$ cat config.mk
export PLATFORM = sky130hd
export DESIGN_NAME = muldiv_unit
export DESIGN_NICKNAME = d
export VERILOG_FILES = /design/src/rtl/muldiv_unit.sv
export SDC_FILE = /design/constraint.sdc
export NUM_CORES = 1
export LEC_CHECK = 0
export CAP_MARGIN = 0
export CORE_MARGIN = 4
export CORE_UTILIZATION = 40
export DETAILED_ROUTE_END_ITERATION = 7
export DONT_BUFFER_PORTS = 1
export SETUP_SLACK_MARGIN = 0.15
export SLEW_MARGIN = 15
export SYNTH_ARGS = -nofsm -noshare
export SYNTH_HDL_FRONTEND = slang
export SYNTH_SLANG_ARGS = --single-unit
$ cat constraint.sdc
create_clock -name clk -period 11.1 [get_ports clk]
set_input_delay 2.22 -clock clk [delete_from_list [all_inputs] [get_ports clk]]
set_output_delay 2.22 -clock clk [all_outputs]
set_load 0.05 [all_outputs]
$ cat src/rtl/muldiv_unit.sv
// muldiv_unit: multi-cycle shift-add multiplier and restoring divider writing HI/LO.
// Optional feature macro MULDIV_EARLY_OUT_EN: multiplies stop after the multiplier's significant bits.
module muldiv_unit #(
    parameter int WIDTH = 32
) (
    input  logic             clk,
    input  logic             reset,
    input  logic             start,
    input  logic [1:0]       op,
    input  logic [0:WIDTH-1] busA,
    input  logic [0:WIDTH-1] busB,
    output logic             busy,
    output logic             done,
    output logic [0:WIDTH-1] hi,
    output logic [0:WIDTH-1] lo,
    output logic             divByZero
);
    localparam int CW = $clog2(WIDTH + 1);
    localparam int W2 = 2 * WIDTH;

    typedef enum logic [1:0] {S_IDLE, S_RUN, S_DONE} state_t;

    function automatic logic [WIDTH-1:0] mag(input logic [WIDTH-1:0] x, input logic neg);
        return neg ? -x : x;
    endfunction

`ifdef MULDIV_EARLY_OUT_EN
    function automatic logic [CW-1:0] mul_iters(input logic [WIDTH-1:0] m);
        logic [CW-1:0] n;
        n = CW'(1);
        for (int i = 0; i < WIDTH; i++)
            if (m[i]) n = CW'(i + 1);
        return n;
    endfunction
`endif

    logic [WIDTH-1:0] a_in, b_in;
    assign a_in = busA;
    assign b_in = busB;

    state_t           state_q;
    logic             busy_q, done_q, dbz_q;
    logic [WIDTH-1:0] hi_q, lo_q;
    logic [CW-1:0]    cnt_q;

    logic [W2-1:0]    acc_q, mcand_q;
    logic [WIDTH-1:0] shf_q, rem_q, dvsr_q, araw_q;
    logic             div_q, zero_q, negp_q, negr_q;

    logic             is_div, a_neg, b_neg, b_zero;
    logic [WIDTH-1:0] a_mag, b_mag;
    logic [CW-1:0]    n_start;

    always_comb begin
        is_div  = op[1];
        a_neg   = op[0] & a_in[WIDTH-1];
        b_neg   = op[0] & b_in[WIDTH-1];
        a_mag   = mag(a_in, a_neg);
        b_mag   = mag(b_in, b_neg);
        b_zero  = (b_in == '0);
        n_start = CW'(WIDTH);
        // Divide by zero takes a single dummy step so done lands two cycles after start.
        if (is_div && b_zero) n_start = CW'(1);
`ifdef MULDIV_EARLY_OUT_EN
        if (!is_div) n_start = mul_iters(b_mag);
`endif
    end

    logic [W2-1:0]    acc_d, mcand_d, prod;
    logic [WIDTH-1:0] shf_d, rem_d, quo, rmd, hi_res, lo_res;
    logic [WIDTH:0]   shifted, trial;

    always_comb begin
        acc_d   = acc_q + (shf_q[0] ? mcand_q : '0);
        mcand_d = mcand_q << 1;
        shifted = {rem_q, shf_q[WIDTH-1]};
        trial   = shifted - {1'b0, dvsr_q};
        if (div_q) begin
            // shf_q holds the dividend shifting out at the top and quotient bits entering at the bottom.
            shf_d = {shf_q[WIDTH-2:0], ~trial[WIDTH]};
            rem_d = trial[WIDTH] ? shifted[WIDTH-1:0] : trial[WIDTH-1:0];
        end else begin
            shf_d = shf_q >> 1;
            rem_d = rem_q;
        end
        prod = negp_q ? -acc_d : acc_d;
        quo  = mag(shf_d, negp_q);
        rmd  = mag(rem_d, negr_q);
        if (zero_q) begin
            hi_res = araw_q;
            lo_res = '1;
        end else if (div_q) begin
            hi_res = rmd;
            lo_res = quo;
        end else begin
            hi_res = prod[W2-1:WIDTH];
            lo_res = prod[WIDTH-1:0];
        end
    end

    always_ff @(posedge clk) begin
        if (state_q == S_IDLE && start) begin
            acc_q   <= '0;
            mcand_q <= {{WIDTH{1'b0}}, a_mag};
            shf_q   <= is_div ? a_mag : b_mag;
            rem_q   <= '0;
            dvsr_q  <= b_mag;
            araw_q  <= a_in;
            div_q   <= is_div;
            zero_q  <= is_div & b_zero;
            negp_q  <= a_neg ^ b_neg;
            negr_q  <= a_neg;
        end else if (state_q == S_RUN) begin
            acc_q   <= acc_d;
            mcand_q <= mcand_d;
            shf_q   <= shf_d;
            rem_q   <= rem_d;
        end
    end

    always_ff @(posedge clk) begin
        if (reset) begin
            state_q <= S_IDLE;
            busy_q  <= 1'b0;
            done_q  <= 1'b0;
            dbz_q   <= 1'b0;
            hi_q    <= '0;
            lo_q    <= '0;
            cnt_q   <= '0;
        end else begin
            case (state_q)
                S_IDLE: begin
                    if (start) begin
                        state_q <= S_RUN;
                        busy_q  <= 1'b1;
                        dbz_q   <= 1'b0;
                        cnt_q   <= n_start;
                    end
                end
                S_RUN: begin
                    cnt_q <= cnt_q - CW'(1);
                    if (cnt_q == CW'(1)) begin
                        state_q <= S_DONE;
                        done_q  <= 1'b1;
                        hi_q    <= hi_res;
                        lo_q    <= lo_res;
                        dbz_q   <= zero_q;
                    end
                end
                S_DONE: begin
                    state_q <= S_IDLE;
                    busy_q  <= 1'b0;
                    done_q  <= 1'b0;
                end
                default: state_q <= S_IDLE;
            endcase
        end
    end

    assign busy      = busy_q;
    assign done      = done_q;
    assign hi        = hi_q;
    assign lo        = lo_q;
    assign divByZero = dbz_q;
endmodule
==> results.md <==
* DRT Wirelength at 93900 um
* Max-cap violations at 0
* Overflow after GRT at 0
* Syn Nets at 3306
* Max-slew violation count at 0
* Initial antenna violation count at 7
* Crit-path max FO at 8
* Syn Inst Count at 3133
* Switch share at 40.1%
* DP HPWL at 71900 um
* Clk buf depth at 3
* Synth area leaders: dfxtp_1 (17%), edfxtp_1 (16%), nand2_1 (6.7%), o21ai_0 (5.8%), ha_1 (5.2%)
* CTS tree: done
* Avg Inst Size Synth at 7.85 um^2
* CTS hold repair buffers at 0
* Clock power share at 29.7%
* Logic pwr share at 36.6%
* Max Freq at 164 MHz
* Count leader, synth: nand2_1
* Pin count of the biggest net entering global routing at 174
* Critical path arrival at 6.53 ns
* Core region area at 60600 um^2
* H-tree levels at 2
* Commonest cells in the netlist: nand2_1 (442), o21ai_0 (283), nor2_1 (260), a21oi_1 (244), dfxtp_1 (203)
* Layout Skew at 0.0372 ns
* Detailed-router iteration count before antenna repair at 6
* Post-synth ARST share at 0%
* Setup TNS at 0 ns
* Synth warnings at 0
* Die Ht at 256 um
* Worst endpoint required time at 11.53 ns
* Synthesized cell area at 24600 um^2
* P_sw at 1.92 mW
* Ports at 136
* Vias in the first global route at 22400
* I/O Buffers at 0
* Seq pwr share at 33.7%
* Hold WC Path Type: flop to flop
* Lkg Pwr at 10.2 nW
* Root buffer cell: clkbuf_16
* Internal power at 2.87 mW
* Critical setup path kind: flop to flop
* Number of synthesized flops with an enable pin at 132
* Final Hold Viols at 0
* Sequential share of the synthesized area at 32.6%
* Crit end category: flop
* Drt initial violations at 2662
* Overall Global Routing Usage at 27.3%
* DR vias at 23900
* Synth-to-layout area growth at 7.55%
* First-pass GRT wire length at 140000 um
* Seq cells post-synth at 335
* RSZ-0062 raised after global routing: false
* Net count, final at 3200
* WL/cell at 24.4 um
* Pwr Density at 181 nW/um^2
* Netlist cell types at 111
* VDD IR-drop max at 0.118 mV
* Antenna viol nets, final at 0
* Dpl ws at 5.15 ns
* Worst-path clk slew at 0.06 ns
* # DRC at 0
* Final setup margin at 5.01 ns
* Final setup violating endpoints at 0
* Pin slew with the least headroom to its limit at 1.11 ns
* Slew HR at 24.9%
* Worst skew pair latency at 0.58 ns
* Initial Util at 40.6%
* Gpl congestion at 0.984
* Vias/cell at 6.21
* Top FF cell, synth: dfxtp_1
* Die X at 256 um
* Tcrit/Tclk final at 54.9%
* Top cell type's share of synthesized area at 16.5%
* CTS Sinks at 335
* CP startpoint kind: flop
* Largest area contributor in the netlist: dfxtp_1
* Num rows at 90
* Post-CTS Setup Repair Bufs at 0
* Fin crit period at 6.09 ns
* Status: finished, final reports clean
* Die area at 65500 um^2
* # fillers at 6086
* TritonCTS Buffers at 41
* Cts repair resizes at 0
* Share of layout cells above drive strength 1 at 5.33%
==> metrics by stage <==
stage	area (um^2)	instances	util (%)	power [mW]	hold slack, ns
after floorplan	24600	3133	-	2.83	0.425
after global placement	25000	3766	41.3	3.34	0.440
after detailed placement	25000	3766	41.3	3.36	0.442
after CTS	26400	3840	43.6	4.78	0.451
after global routing	26400	3840	43.6	5.03	0.468
final	26500	3844	43.7	4.79	0.449
==> power by group through the flow <==
stage	Sequential (mW)	Clock (mW)	Combinational, mW
after global routing	1.63	1.49	1.92
after CTS	1.61	1.44	1.73
after floorplan	1.57	0	1.26
after detailed placement	1.64	0	1.72
after global placement	1.63	0	1.71
final	1.61	1.42	1.75
==> path summary, 6_finish.rpt <==
check	from	end	slack, ns	cells after the start
setup / recovery	shf_q[31]	lo[7]	5.01	20
hold / removal	mcand_q[44]	mcand_q[45]	0.45	2
setup reg to reg	shf_q[31]	lo[7]	5.01	20
hold reg to reg	mcand_q[44]	mcand_q[45]	0.45	2
==> registers in the layout, summed over array words and instances, names as in the netlist, 2 cells and up <==
name / cells
acc_q: 64
mcand_q: 64
araw_q: 32
dvsr_q: 32
hi: 32
lo: 32
rem_q: 32
shf_q: 32
cnt_q: 6
state_q: 2
==> cell type report <==
class	count	area [um^2]	area share (%)
antenna	4	10.0	0.0378
timing repair buffer	29	230	0.870
clock buffer	55	1180	4.47
clock inverter	19	216	0.818
multi-input combinational	2536	15500	58.6
sequential	335	8030	30.3
inverter	84	318	1.20
tap	782	978	3.70
==> critical path: stages, from the launching register on <==
cell,delay [ns]
edfxtp_1,0.40
inv_1,0.06
ha_1,0.21
fa_1,0.40
nand2b_1,0.19
a21o_1,0.20
a22o_1,0.25
or2_2,0.30
a31oi_2,0.34
or3_1,0.51
nand2_1,0.42
a21oi_1,0.30
ha_1,0.31
nand3_1,0.22
or3_1,0.51
nor3b_1,0.45
nand2_1,0.14
nand3b_1,0.12
o31ai_1,0.08
a2111oi_0,0.44
nor3_1,0.09
==> placed cells by master, fill, tap and decap left out, types with 19 or more instances in the layout <==
cell type	Yosys	layout
and2_1	83	83
or3_1	22	22
nor2_1	260	256
dfxtp_1	203	203
buf_4	3	28
nand2b_1	25	24
nand4_1	38	38
ha_1	102	102
a211oi_1	50	50
a31oi_1	27	27
xor2_1	121	121
xnor2_1	105	105
nand3_1	136	136
inv_1	82	80
a21oi_1	244	244
o211ai_1	37	37
o41ai_1	20	20
clkbuf_16	0	44
o21ai_0	283	282
edfxtp_1	132	132
o31ai_1	36	36
nor3_1	87	87
nor2b_1	22	22
nand2_1	442	442
mux2i_1	36	36
a22o_1	19	19
a21o_1	22	22
==> layer usage <==
layer | track usage, % | part of all wire [%] | vias up
li1 | - | - | 11200
met1 | 36.8 | 42 | 11500
met2 | 44.4 | 45 | 1042
met3 | 5.49 | 9.0 | 146
met4 | 8.30 | 3.3 | 0
met5 | 0 | 0 | -
==> kinds of logic after synthesis <==
kind of cell             count (synthesis)  synth area share, %
AO/OA/AOI/OAI                          929                 23.8
XOR/XNOR                               226                 8.05
adder cells (fa/ha/maj)                104                 5.35
buffers and inverters                  262                 4.51
flip-flops                             335                 32.6
multiplexers                            44                 1.88
AND/OR/NAND/NOR                       1233                 23.8
Power figures use the tool's default switching activity.
